**src/rtl/rca_multiword_sequencer_pkg.sv**
```systemverilog
// Shared definitions for the multi-nibble ripple-carry sequencer.
// Contents:
//   - NIB_W   : width of one adder slice.
//   - state_t : controller state encoding (IDLE/RUN/DONE, 2 bits).
//   - OP_ADD / OP_SUB : values of the cmd_sub operation select.
package rca_pkg;

  localparam int NIB_W = 4;

  typedef enum logic [1:0] {
    ST_IDLE = 2'd0,
    ST_RUN  = 2'd1,
    ST_DONE = 2'd2
  } state_t;

  localparam logic OP_ADD = 1'b0;
  localparam logic OP_SUB = 1'b1;

endpackage

```
**src/rtl/rca_multiword_sequencer_if.sv**
```systemverilog
// Command/result handshake bundle for rca_multiword_sequencer.
// Command side : cmd_valid, cmd_ready, cmd_sub, cmd_a, cmd_b, cmd_cin.
// Result side  : res_valid, res_ready, res_sum, res_cout, res_ovf.
// Modports:
//   master - upstream issuer / downstream consumer (the environment).
//   slave  - the sequencer itself.
interface rca_multiword_sequencer_if
  import rca_pkg::*;
#(
  parameter int NUM_NIB = 4
);

  localparam int W = NIB_W * NUM_NIB;

  logic         cmd_valid;
  logic         cmd_ready;
  logic         cmd_sub;
  logic [W-1:0] cmd_a;
  logic [W-1:0] cmd_b;
  logic         cmd_cin;

  logic         res_valid;
  logic         res_ready;
  logic [W-1:0] res_sum;
  logic         res_cout;
  logic         res_ovf;

  modport master (
    output cmd_valid, cmd_sub, cmd_a, cmd_b, cmd_cin, res_ready,
    input  cmd_ready, res_valid, res_sum, res_cout, res_ovf
  );

  modport slave (
    input  cmd_valid, cmd_sub, cmd_a, cmd_b, cmd_cin, res_ready,
    output cmd_ready, res_valid, res_sum, res_cout, res_ovf
  );

endinterface

```
**src/rtl/rca_multiword_sequencer.sv**
```systemverilog
// Multi-nibble add/subtract sequencer around an external 4-bit ripple-carry
// adder. Wide operands are processed one nibble per clock, LSB first, with the
// adder carry-out fed back through an internal carry register.
// Ports:
//   clk, rst_n       - clock (rising edge), asynchronous active-low reset.
//   bus (slave)      - command and result valid/ready handshakes.
//   rca_a/rca_b      - nibble operands to the adder (rca_b pre-inverted for
//                      subtract); rca_cin carry into the adder.
//   rca_op/rca_cout  - adder sum and carry-out, sampled the same cycle.
//   busy             - high while an operation is in RUN or DONE.
module rca_multiword_sequencer
  import rca_pkg::*;
#(
  parameter int NUM_NIB = 4
) (
  input  logic             clk,
  input  logic             rst_n,
  rca_multiword_sequencer_if.slave bus,
  output logic [NIB_W-1:0] rca_a,
  output logic [NIB_W-1:0] rca_b,
  output logic             rca_cin,
  input  logic [NIB_W-1:0] rca_op,
  input  logic             rca_cout,
  output logic             busy
);

  localparam int W     = NIB_W * NUM_NIB;
  localparam int IDX_W = $clog2(NUM_NIB);

  state_t             state_q;
  logic [IDX_W-1:0]   idx_q;
  logic               carry_q;
  logic [W-1:0]       a_q;
  logic [W-1:0]       b_q;
  logic [W-1:0]       sum_q;
  logic [W-1:0]       sum_d;
  logic [W-1:0]       res_sum_q;
  logic               res_cout_q;
  logic               res_ovf_q;
  logic               res_valid_q;
  logic               busy_q;
  logic               last_nib;
  logic               ovf_d;

  always_comb begin
    sum_d = sum_q;
    sum_d[NIB_W*int'(idx_q) +: NIB_W] = rca_op;
    last_nib = (idx_q == IDX_W'(NUM_NIB - 1));
    // b_q already holds ~B for subtract, so one rule covers add and subtract.
    ovf_d = (a_q[W-1] == b_q[W-1]) && (rca_op[NIB_W-1] != a_q[W-1]);

    rca_a   = '0;
    rca_b   = '0;
    rca_cin = 1'b0;
    if (state_q == ST_RUN) begin
      rca_a   = a_q[NIB_W*int'(idx_q) +: NIB_W];
      rca_b   = b_q[NIB_W*int'(idx_q) +: NIB_W];
      rca_cin = carry_q;
    end
  end

  always_ff @(posedge clk or negedge rst_n) begin
    if (!rst_n) begin
      state_q     <= ST_IDLE;
      idx_q       <= '0;
      carry_q     <= 1'b0;
      a_q         <= '0;
      b_q         <= '0;
      sum_q       <= '0;
      res_sum_q   <= '0;
      res_cout_q  <= 1'b0;
      res_ovf_q   <= 1'b0;
      res_valid_q <= 1'b0;
      busy_q      <= 1'b0;
    end else begin
      case (state_q)
        ST_IDLE: begin
          if (bus.cmd_valid) begin
            a_q     <= bus.cmd_a;
            b_q     <= (bus.cmd_sub == OP_SUB) ? ~bus.cmd_b : bus.cmd_b;
            // Subtract: A + ~B + 1 - borrow_in, hence the inverted carry.
            carry_q <= bus.cmd_cin ^ bus.cmd_sub;
            idx_q   <= '0;
            busy_q  <= 1'b1;
            state_q <= ST_RUN;
          end
        end
        ST_RUN: begin
          sum_q   <= sum_d;
          carry_q <= rca_cout;
          idx_q   <= idx_q + 1'b1;
          if (last_nib) begin
            // Published results live in their own registers so they stay
            // put while the next command rebuilds sum_q.
            res_sum_q   <= sum_d;
            res_cout_q  <= rca_cout;
            res_ovf_q   <= ovf_d;
            res_valid_q <= 1'b1;
            state_q     <= ST_DONE;
          end
        end
        ST_DONE: begin
          if (bus.res_ready) begin
            res_valid_q <= 1'b0;
            busy_q      <= 1'b0;
            state_q     <= ST_IDLE;
          end
        end
        default: begin
          res_valid_q <= 1'b0;
          busy_q      <= 1'b0;
          state_q     <= ST_IDLE;
        end
      endcase
    end
  end

  assign bus.cmd_ready = (state_q == ST_IDLE);
  assign bus.res_valid = res_valid_q;
  assign bus.res_sum   = res_sum_q;
  assign bus.res_cout  = res_cout_q;
  assign bus.res_ovf   = res_ovf_q;
  assign busy          = busy_q;

endmodule

```
**src/flat_wrapper.sv**
```systemverilog
// flat-port wrapper written by rule: the top's interface ports become plain ports
module rca_multiword_sequencer_flat import rca_pkg::*;
#(
  parameter int NUM_NIB = 4
)
  (clk, rst_n, rca_a, rca_b, rca_cin, rca_op, rca_cout, busy, bus_cmd_valid, bus_cmd_sub, bus_cmd_a, bus_cmd_b, bus_cmd_cin, bus_res_ready, bus_cmd_ready, bus_res_valid, bus_res_sum, bus_res_cout, bus_res_ovf);
  rca_multiword_sequencer_if #(.NUM_NIB(NUM_NIB)) bus_i ();
  input  logic clk;
  input  logic rst_n;
  output logic [NIB_W-1:0] rca_a;
  output logic [NIB_W-1:0] rca_b;
  output logic rca_cin;
  input  logic [NIB_W-1:0] rca_op;
  input  logic rca_cout;
  output logic busy;
  input wire logic [$bits(bus_i.cmd_valid)-1:0] bus_cmd_valid;
  input wire logic [$bits(bus_i.cmd_sub)-1:0] bus_cmd_sub;
  input wire logic [$bits(bus_i.cmd_a)-1:0] bus_cmd_a;
  input wire logic [$bits(bus_i.cmd_b)-1:0] bus_cmd_b;
  input wire logic [$bits(bus_i.cmd_cin)-1:0] bus_cmd_cin;
  input wire logic [$bits(bus_i.res_ready)-1:0] bus_res_ready;
  output wire logic [$bits(bus_i.cmd_ready)-1:0] bus_cmd_ready;
  output wire logic [$bits(bus_i.res_valid)-1:0] bus_res_valid;
  output wire logic [$bits(bus_i.res_sum)-1:0] bus_res_sum;
  output wire logic [$bits(bus_i.res_cout)-1:0] bus_res_cout;
  output wire logic [$bits(bus_i.res_ovf)-1:0] bus_res_ovf;
  assign bus_i.cmd_valid = bus_cmd_valid;
  assign bus_i.cmd_sub = bus_cmd_sub;
  assign bus_i.cmd_a = bus_cmd_a;
  assign bus_i.cmd_b = bus_cmd_b;
  assign bus_i.cmd_cin = bus_cmd_cin;
  assign bus_i.res_ready = bus_res_ready;
  assign bus_cmd_ready = bus_i.cmd_ready;
  assign bus_res_valid = bus_i.res_valid;
  assign bus_res_sum = bus_i.res_sum;
  assign bus_res_cout = bus_i.res_cout;
  assign bus_res_ovf = bus_i.res_ovf;
  rca_multiword_sequencer #(.NUM_NIB(NUM_NIB)) u_core (.clk(clk), .rst_n(rst_n), .bus(bus_i), .rca_a(rca_a), .rca_b(rca_b), .rca_cin(rca_cin), .rca_op(rca_op), .rca_cout(rca_cout), .busy(busy));
endmodule
```
**config.mk**
```make
export PLATFORM = sky130hd
export DESIGN_NAME = rca_multiword_sequencer_flat
export DESIGN_NICKNAME = d
export VERILOG_FILES = /design/src/rtl/rca_multiword_sequencer_pkg.sv /design/src/rtl/rca_multiword_sequencer_if.sv /design/src/rtl/rca_multiword_sequencer.sv /design/src/flat_wrapper.sv
export SDC_FILE = /design/constraint.sdc
export NUM_CORES = 1
export LEC_CHECK = 0
export ABC_AREA = 1
export CAP_MARGIN = 0
export CORE_MARGIN = 2
export CORE_UTILIZATION = 51
export DETAILED_ROUTE_END_ITERATION = 10
export PLACE_DENSITY = 0.79
export SLEW_MARGIN = 20
export SYNTH_ARGS = -nofsm -noshare
export SYNTH_HDL_FRONTEND = slang
export SYNTH_SLANG_ARGS = --single-unit
```
**constraint.sdc**
```tcl
create_clock -name clk -period 2.1 [get_ports clk]
set_input_delay 0.525 -clock clk [delete_from_list [all_inputs] [get_ports clk]]
set_output_delay 0.525 -clock clk [all_outputs]
set_load 0.005 [all_outputs]
```
Yosys cells after proc, flatten, opt, wreduce, memory -nomap -nowiden:

Cells that the tools add are included.
Widths: inputs -> output; s select.

* add/subtract/negate cells: 2
* eq/ne operators: 8
* shift-type cells: 4
* muxes and demuxes: 18
* bitwise gates (word level): 4
* reductions and logical operators: 9

Operator list (count)
* $neg 4->33: 1
* $shift 4x33->16 const A: 1
* $shiftx 4x33->16: 1
* $shiftx 16x5->4: 2
* $bwmux 16: 1
* $mux 16: 1
* $not 16->16: 1
* $reduce_and 3->1: 3
* $mux 2: 4
* $mux 4: 2
* $pmux 1 s3: 2
* $pmux 2 s3: 1
* $reduce_and 2->1: 3
* $mux 1: 5
* $eq 2x2->1 const B: 2
* $ne 2x2->1 const B: 2
* $pmux 2 s2: 1
* $add 2x1->2 const B: 1
* $eq 2x1->1 const B: 1
* $logic_not 2->1: 1
* $ne 2x1->1 const B: 1
* $not 1->1: 2
* $pmux 1 s2: 1
* $reduce_bool 2->1: 1
* 4 further kinds: 4

* register bits: 73
* input bits: 43
* output and inout port bits: 30
* word-level logic and storage cells: 56

Depth between registers and ports, before layout:

Gate-level depths: netlist of the first run.

* word-level depth: 3
* gate-level depth with buffers: 10

Least setup slack after synthesis of the first run:

No wires, ideal clock.

* path type: reg-to-output
* start point: reg u_core.idx_q[0]
* end point: out rca_a[0]
* arrival time: 1006 ps
* required time: 1575 ps
* setup slack: 569 ps
* cell stages (with the launch flop): 6
* path buffers: 2
* path through: dfrtp_1 -> buf_2 -> buf_2 -> nand2_1 -> nand2_1 -> a21oi_1

* longest elaborated chain between the ends: 2

Ends and longest elaborated chain
* start: declaration: line rca_multiword_sequencer.sv:31 `logic [IDX_W-1:0] idx_q;`
* start signal: assignment: line rca_multiword_sequencer.sv:91 `idx_q <= idx_q + 1'b1;`
* $shiftx 16x5->4: line rca_multiword_sequencer.sv:56 `rca_a = a_q[NIB_W*int'(idx_q) +: NIB_W];`
* $mux 4: line rca_multiword_sequencer.sv:55 `if (state_q == ST_RUN) begin`
* end: declaration: line flat_wrapper.sv:10 `output logic [NIB_W-1:0] rca_a;`

Every way passes these cells.

Final worst setup path of the first run:

* start point: reg u_core.idx_q[0]
* end point: out rca_b[3]

* longest elaborated chain between the ends: 2

Ends and longest elaborated chain
* $shiftx 16x5->4: line rca_multiword_sequencer.sv:57 `rca_b = b_q[NIB_W*int'(idx_q) +: NIB_W];`
* $mux 4: line rca_multiword_sequencer.sv:55
* end: declaration: line flat_wrapper.sv:11 `output logic [NIB_W-1:0] rca_b;`

Every way passes these cells.

==> flow_metrics.tcl, run 1 <==
set metrics [dict create \
    ctsHoldBuffers 0 \
    cts_sinks 69 \
    path_clk_slew_ps 70 \
    drtIter0Drc 212 \
    synthesis.area_um2 3420 \
    grt_pass1_wl_mm 13.4 \
    cts_htree_levels 3 \
    r2r_cells 8 \
    pwr_density_cell_nw_per_um2 1400 \
    ios 73 \
    finalHoldViolCount 0 \
    placed_cell_area_um2 4230 \
    cp-start-kind "register" \
    fin_worst_skew_ps 7.25 \
    vdd_drop_max_v 0.000702 \
    critical_path_class "reg -> out" \
    ys_ff_latch 69 \
    max-cap-violations 0 \
    min_period_ps 2080 \
    slew_viol_final 0 \
    leakage_nw 2.30 \
    synth.mux.area_fraction_pct 0 \
    drive_above_1_share_pct 10.6 \
    finalSetupViolCount 0 \
    num_vias 3034 \
    clock_latency_ps 350 \
    coreArea_um2 6420 \
    status "finished, final reports clean" \
    grt_antenna_before_repair 0 \
    drc 0 \
    syn_area_per_cell_um2 7.76 \
    final_cell_area_um2 4420 \
    synth_cells 441 \
    grtUsageTotal_pct 23.1 \
    fillers 543 \
    dieArea_um2 7380 \
    die_h_um 85.9 \
    grt_pass1_vias 3018 \
    synthXorXnorAreaFrac_pct 4.35 \
    ys_seq_area_share_pct 50.5 \
    gr-total-overflow 0 \
    final_nets 572 \
    maxSlewHeadroom_pct 68.6 \
    area_delta_synth_final_pct 29.2 \
    clock-root-buffer "clkbuf_8" \
    min_period_over_period_pct 98.9 \
    synth-simple-area-share_pct 29.7 \
    rsz0062_at_grt "true" \
    firstDrtPassIters 4 \
    wl_per_cell_um 13.0 \
    required_ps 1570 \
    utilization_pct 68.8 \
    start_util_pct 53.3 \
    dp_hpwl_mm 5.62 \
    dieWidth_um 85.9 \
    grt_max_degree 29 \
    syn_nets 489 \
    synth_compound_area_share_pct 6.95 \
    crit_path_max_fanout 7 \
    endpoint_kind "output port" \
    diodes 0 \
    numCtsBuffers 9 \
    synth_top_family_by_area "simple AND/OR/NAND/NOR gates" \
    antenna_left 0 \
    wl_mm 7.86 \
    worst_pin_slew_ps 466 \
    yosys_warnings 0 \
    worst_hold_path_type "in -> async" \
    timing.fmax_mhz 482 \
    finalSetupTns_ps 0 \
    viasPerCell 5.01 \
    cts_tree "built" \
    placement.io_buffers 72 \
    synthAdderAreaFrac_pct 1.83 \
    cp.arrival_ps 1550 \
    synth.distinct_cells 22 \
    placement_rows 29 \
    place_congestion 0.907 \
    cts_buffer_depth 2 \
]
[cells in the mapped netlist]
master	instances	area, um^2
inv_2	4	15.0
nand2_4	2	22.5
nor2_8	1	20.0
nand3b_1	4	30.0
dfrtp_1	69	1730
ha_1	5	62.6
o21ai_0	17	85.1
o211ai_1	3	22.5
clkbuf_1	1	3.75
o21ai_1	17	85.1
clkbuf_4	1	7.51
nand2_1	198	743
nand3_1	10	50.1
nor2_2	1	6.26
xnor2_1	16	140
buf_2	11	55.1
xor2_1	1	8.76
a21oi_1	9	45.0
nor2_1	38	143
buf_4	5	37.5
buf_6	1	11.3
inv_1	27	101
[layout by cell type, fill, tap and decap left out, drive strengths merged]
master           n
o211ai           3
clkdlybuf4s50   61
nand3b           4
dfrtp           69
buf             22
o21ai           34
nor2            40
clkbuf          18
xor2             1
xnor2           16
clkinv           2
inv             31
nand3           10
ha               5
a21oi            9
nand2          200
dlygate4sd2      3
[path summary, 6_finish.rpt]
check / from / to / slack [ps]
min reg2reg: u_core.bus.res_sum[4] / u_core.bus.res_sum[4] / 480
max reg2reg: u_core.idx_q[0] / u_core.bus.res_valid / 250
min: rst_n / u_core.busy / 90
max in group asynchronous: rst_n / u_core.idx_q[0] / 1420
max: u_core.idx_q[0] / rca_b[3] / 20
min in group clk: u_core.bus.res_sum[4] / u_core.bus.res_sum[4] / 480
[cell type report]
class	count	area, um^2	share of cell area [%]
Sequential cell	69	1730	39.1
Multi-Input combinational cell	322	1480	33.5
Timing Repair Buffer	91	837	18.9
Clock buffer	13	149	3.37
Inverter	31	119	2.69
Tap cell	77	96.3	2.18
Clock inverter	2	10.0	0.226
[cells by family (layout without fill, tap and decap cells)]
logic type / after synthesis / count (layout)
DFF: 69 / 69
and+or+nand+nor: 254 / 254
buffers and inverters: 50 / 137
xor gates and xnor gates: 17 / 17
AOI/OAI and AO/OA: 46 / 46
adders and majority gates: 5 / 5
[power breakdown]
part | total (W) | switching [W] | internal [W]
registers | 0.00228 | 0.000356 | 0.00192
logic | 0.00299 | 0.00169 | 0.00130
clock network | 0.000929 | 0.000477 | 0.000452
[worst max-delay path: stages, from the launching register on]
cell and delay [ps]:
dfrtp_2 450, buf_2 180, o211ai_1 220, a21oi_2 90
dlygate4sd2_1 270
[registers in the layout, indices dropped and copies added, names as in the netlist]
register	cells
u_core.carry_q	1
u_core.bus.res_valid	1
u_core.bus.res_cout	1
u_core.a_q	16
u_core.idx_q	2
u_core.bus.res_ovf	1
u_core.sum_q	12
u_core.busy	1
u_core.b_q	16
u_core.bus.res_sum	16
u_core.state_q	2
[per-layer routing]
layer,up-vias,routed length (um),track usage [%]
met5,-,0,0
met4,0,147,9.38
met3,15,408,3.95
met2,95,3720,38.6
met1,1405,3580,29.9
li1,1519,-,-
[stage by stage]
stage	hold slack (ps)	cells	worst slack [ps]	power (W)
floorplan	229	441	569	0.00401
global placement	461	584	131	0.00513
detailed placement	464	584	64.9	0.00524
CTS	105	604	-213	0.00619
global route	114	605	-16.4	0.00675
finish	94.2	605	23.4	0.00620
[what timing repair did]
action                     in CTS  in global routing
gates cloned                    2                  0
gates resized for setup        18                 24
setup endpoints to repair       9                  8
pin swaps                       3                  5
setup buffers                   3                  2
No activity file was read; power rests on OpenSTA's default activity.
==> run 2, diff against run 1 <==
==> constraint.sdc (replaced) <==
create_clock -name clk -period 2.2 [get_ports clk]
set_input_delay 0.55 -clock clk [delete_from_list [all_inputs] [get_ports clk]]
set_output_delay 0.55 -clock clk [all_outputs]
set_load 0.005 [all_outputs]
==> run 2 against run 1 <==
Effect of this change:
- critical path depth shrank 1
- register-to-register slack improved by 80 ps
- critical endpoint is now bus_cmd_ready
- flip-flop and latch count unchanged
- largest cell class unchanged
==> flow_metrics.tcl, run 2 (synthesis results as in run 1) <==
set metrics [dict create \
    start_util_pct 53.3 \
    area_delta_synth_final_pct 31.7 \
    dieWidth_um 85.9 \
    coreArea_um2 6420 \
    status "finished, final reports clean" \
    fin_worst_skew_ps 5.61 \
    cts_sinks 69 \
    cp-start-kind "register" \
    rsz0062_at_grt "false" \
    clock_latency_ps 350 \
    drc 0 \
    place_congestion 0.898 \
    ios 73 \
    die_h_um 85.9 \
    numCtsBuffers 9 \
    pwr-share-seq_pct 34.3 \
    diodes 0 \
    maxSlewHeadroom_pct 61.9 \
    viasPerCell 5.02 \
    switchingPower_w 0.00242 \
    grtUsageTotal_pct 23.2 \
    r2r-end "u_core.bus.res_valid" \
    pwr_density_cell_nw_per_um2 1400 \
    cts_tree "built" \
    worst_pin_slew_ps 572 \
    firstDrtPassIters 4 \
    p_int_w 0.00387 \
    power.share.combinational_pct 45.7 \
    min_period_ps 2140 \
    dieArea_um2 7380 \
    ctsHoldBuffers 0 \
    endpoint_kind "output port" \
    path_clk_slew_ps 70 \
    grt_pass1_vias 3064 \
    final_common_cell "nand2_1" \
    num_vias 3036 \
    gr-total-overflow 0 \
    required_ps 1650 \
    worst_hold_path_type "in -> async" \
    rr_startpoint "u_core.idx_q[0]" \
    min_period_over_period_pct 97.2 \
    finalSetupTns_ps 0 \
    final_nets 571 \
    placement_rows 29 \
    drtIter0Drc 182 \
    cts_buffer_depth 2 \
    finalHoldViolCount 0 \
    swShare_pct 38.5 \
    timing.fmax_mhz 468 \
    antenna_left 0 \
    slew_viol_final 0 \
    cp.arrival_ps 1590 \
    r2r_cells 8 \
    grt_pass1_wl_mm 13.5 \
    p_clk_share_pct 19.9 \
    wl_per_cell_um 13.0 \
    wl_mm 7.87 \
    critical_path_class "reg -> out" \
    grt_max_degree 45 \
    crit_path_max_fanout 3 \
    max-cap-violations 0 \
    drive_above_1_share_pct 10.2 \
    cts_htree_levels 3 \
    leakage_nw 2.34 \
    dp_hpwl_mm 5.54 \
    clock-root-buffer "clkbuf_8" \
    grt_antenna_before_repair 0 \
    placement.io_buffers 72 \
    vdd_drop_max_v 0.000684 \
    holdWs_ps 189 \
    layout_common_cells "198 x nand2_1, 67 x dfrtp_1, 62 x clkdlybuf4s50_1, 37 x nor2_1, 25 x inv_1" \
    r2r_setup_slack_ps 330 \
    finalSetupViolCount 0 \
]
[run 2: cell count changes in the layout (fill, tap and decap cells not counted), sizes merged]
cell           delta
buf               -2
bufinv            +3
clkbuf            -1
clkdlybuf4s15     +1
clkdlybuf4s50     +1
clkinv            -1
dlygate4sd2       -2
dlymetal6s2s      +1
[run 2: power groups by stage]
stage                     clock network (W)  registers [W]  logic (W)
after floorplan                           0        0.00211    0.00172
after global placement                    0        0.00214    0.00272
after detailed placement                  0        0.00216    0.00280
after CTS                           0.00127        0.00216    0.00286
after global routing                0.00132        0.00223    0.00325
final                               0.00125        0.00216    0.00288
[run 2: how the worst max path moves through the flow]
stage,start,end,slack (ps),cells after the start
2_1_floorplan,u_core.idx_q[0],rca_a[0],640,5
3_3_place_gp,u_core.idx_q[0],rca_a[1],190,6
3_5_place_dp,u_core.idx_q[0],rca_a[0],130,6
4_1_cts,u_core.idx_q[0],rca_a[0],-150,6
5_1_grt,u_core.idx_q[0],rca_b[3],5,6
6_report,u_core.state_q[1],bus_cmd_ready,60,3
[run 2: timing repair]
item	in CTS	in global routing
setup endpoints to repair	9	6
pin swaps	5	6
resized for setup	23	14
setup buffers	5	1
gates cloned	2	0
[run 2: worst max-delay path: stages (launching register included)]
cell and delay, ps:
dfrtp_2 450, buf_4 160, nor2_4 100, clkdlybuf4s50_1 520
[run 2: layout make-up]
class	instances	area, um^2
Tap cell	77	96.3
Fill cell	510	1910
Clock inverter	4	95.1
Clock buffer	12	145
Sequential cell	69	1730
Multi-Input combinational cell	322	1480
Inverter	31	119
Timing Repair Buffer	90	840
[run 2: per-stage QoR]
step                worst slack [ps]  cell area [um^2]  utilization (%)  instances  power (W)
floorplan                        644              3420                -        441    0.00383
global placement                 188              4210             65.5        581    0.00486
detailed placement               132              4210             65.5        581    0.00496
CTS                             -151              4500             70.1        604    0.00629
global route                    5.20              4510             70.2        605    0.00680
finish                          61.7              4510             70.2        605    0.00629
[run 2: metal layers]
layer  track usage (%)  routed length (um)
met5                 0                   0
met3              3.18                 371
met4              9.81                 131
met1              30.0                3510
met2              39.3                3860
==> run 3, diff against run 2 <==
--- a/config.mk
+++ b/config.mk
@@ -9,6 +9,7 @@
 export CAP_MARGIN = 0
 export CORE_MARGIN = 2
 export CORE_UTILIZATION = 51
+export CTS_BUF_LIST = sky130_fd_sc_hd__clkbuf_4 sky130_fd_sc_hd__clkbuf_8 sky130_fd_sc_hd__clkbuf_16
 export DETAILED_ROUTE_END_ITERATION = 10
 export PLACE_DENSITY = 0.79
 export SLEW_MARGIN = 20
==> run 3 against run 2 <==
Effect of this change:
- clock-buffer cell count did not move
- global-route usage barely moved
- wire length fell by 0.20%
- clock power barely moved
- non-clock buffer count did not move
- largest power group unchanged
==> flow_metrics.tcl, run 3 (synthesis results as in run 1) <==
set metrics [dict create \
    endpoint_kind "output port" \
    placement.io_buffers 72 \
    drc 0 \
    dp_hpwl_mm 5.54 \
    leakage_nw 2.35 \
    worst_pin_slew_ps 573 \
    utilization_pct 70.3 \
    placement_rows 29 \
    drive_above_1_share_pct 10.6 \
    wl_mm 7.86 \
    wl_per_cell_um 13.0 \
    r2r_setup_slack_ps 320 \
    final_nets 571 \
    grt_pass1_vias 3065 \
    antenna_left 0 \
    maxSlewHeadroom_pct 61.8 \
    cts_sinks 69 \
    grt_max_degree 45 \
    crit_path_max_fanout 3 \
    r2r_cells 8 \
    worst_hold_path_type "in -> async" \
    num_vias 3051 \
    regArea_um2 1730 \
    dieArea_um2 7380 \
    start_util_pct 53.3 \
    ios 73 \
    status "finished, final reports clean" \
    holdWs_ps 190 \
    min_period_ps 2140 \
    pwr_density_cell_nw_per_um2 1400 \
    clock-root-buffer "clkbuf_8" \
    vdd_drop_max_v 0.000679 \
    final_cell_area_um2 4520 \
    coreArea_um2 6420 \
    firstDrtPassIters 4 \
    multi_input_area_um2 1480 \
    slew_viol_final 0 \
    grtUsageTotal_pct 23.3 \
    rsz0062_at_grt "false" \
    cts_tree "built" \
    fin_worst_skew_ps 5.06 \
    gr-total-overflow 0 \
    area_delta_synth_final_pct 32.0 \
    cts_buffer_depth 2 \
    fillers 509 \
    finalHoldViolCount 0 \
    final_common_cell "nand2_1" \
    viasPerCell 5.04 \
    cts_htree_levels 3 \
    grt_antenna_before_repair 0 \
    clock_latency_ps 350 \
    cp-start-kind "register" \
    max-cap-violations 0 \
    grt_pass1_wl_mm 13.6 \
    r2r-end "u_core.bus.res_valid" \
    cp.arrival_ps 1590 \
    placed_cell_area_um2 4210 \
    min_period_over_period_pct 97.2 \
    path_clk_slew_ps 70 \
    die_h_um 85.9 \
    drtIter0Drc 171 \
    rr_startpoint "u_core.idx_q[0]" \
    dieWidth_um 85.9 \
    diodes 0 \
    numCtsBuffers 9 \
    place_congestion 0.898 \
    ctsHoldBuffers 0 \
    finalSetupViolCount 0 \
    critical_path_class "reg -> out" \
    timing.fmax_mhz 468 \
    layout_common_cells "198 x nand2_1, 67 x dfrtp_1, 62 x clkdlybuf4s50_1, 37 x nor2_1, 25 x inv_1" \
    required_ps 1650 \
]
run 3: power by group:
part | internal (W) | total, W | leakage, nW | switching, W
Clock | 0.000808 | 0.00128 | 0.127 | 0.000470
Combinational | 0.00125 | 0.00288 | 1.33 | 0.00162
Sequential | 0.00183 | 0.00216 | 0.888 | 0.000329
Total | 0.00390 | 0.00631 | 2.35 | 0.00242
run 3: what timing repair did:
item / CTS / global route
cloned: 2 / 0
gates resized for setup: 23 / 14
endpoints found under the setup margin: 9 / 6
pin swaps: 5 / 6
setup buffers: 5 / 1
run 3: how the worst max path moves through the flow:
stage | endpoint | slack [ps] | from
6_report | bus_cmd_ready | 60 | u_core.state_q[1]
5_1_grt | rca_b[3] | 5 | u_core.idx_q[0]
4_1_cts | rca_a[0] | -150 | u_core.idx_q[0]
3_5_place_dp | rca_a[0] | 130 | u_core.idx_q[0]
3_3_place_gp | rca_a[1] | 190 | u_core.idx_q[0]
2_1_floorplan | rca_a[0] | 640 | u_core.idx_q[0]
run 3: metal layers:
| layer | global-route usage [%] | wire [um] |
|---|---|---|
| met4 | 9.81 | 125 |
| met5 | 0 | 0 |
| met1 | 30.1 | 3490 |
| met3 | 3.18 | 341 |
| met2 | 39.3 | 3900 |
run 3: per-stage QoR:
| stage | cells | total power [W] | TNS, ps | setup WS [ps] |
|---|---|---|---|---|
| final | 605 | 0.00631 | 0 | 62.3 |
| after floorplan | 441 | 0.00383 | 0 | 644 |
| after CTS | 604 | 0.00631 | -151 | -151 |
| after detailed placement | 581 | 0.00496 | 0 | 132 |
| after global placement | 581 | 0.00486 | 0 | 188 |
| after global routing | 605 | 0.00682 | 0 | 5.20 |
run 3: cell type report:
type                    instances  area share (%)
flip-flops and latches         69            38.3
multi-input cells             322            32.9
repair buffers                 90            18.6
clock buffers                  12            3.38
inverters                      31            2.63
well taps                      77            2.13
clock inverters                 4            2.11
run 3: critical path, cell delays in order (launching register included):
cell and delay (ps):
dfrtp_2 450, buf_4 160, nor2_4 100, clkdlybuf4s50_1 520
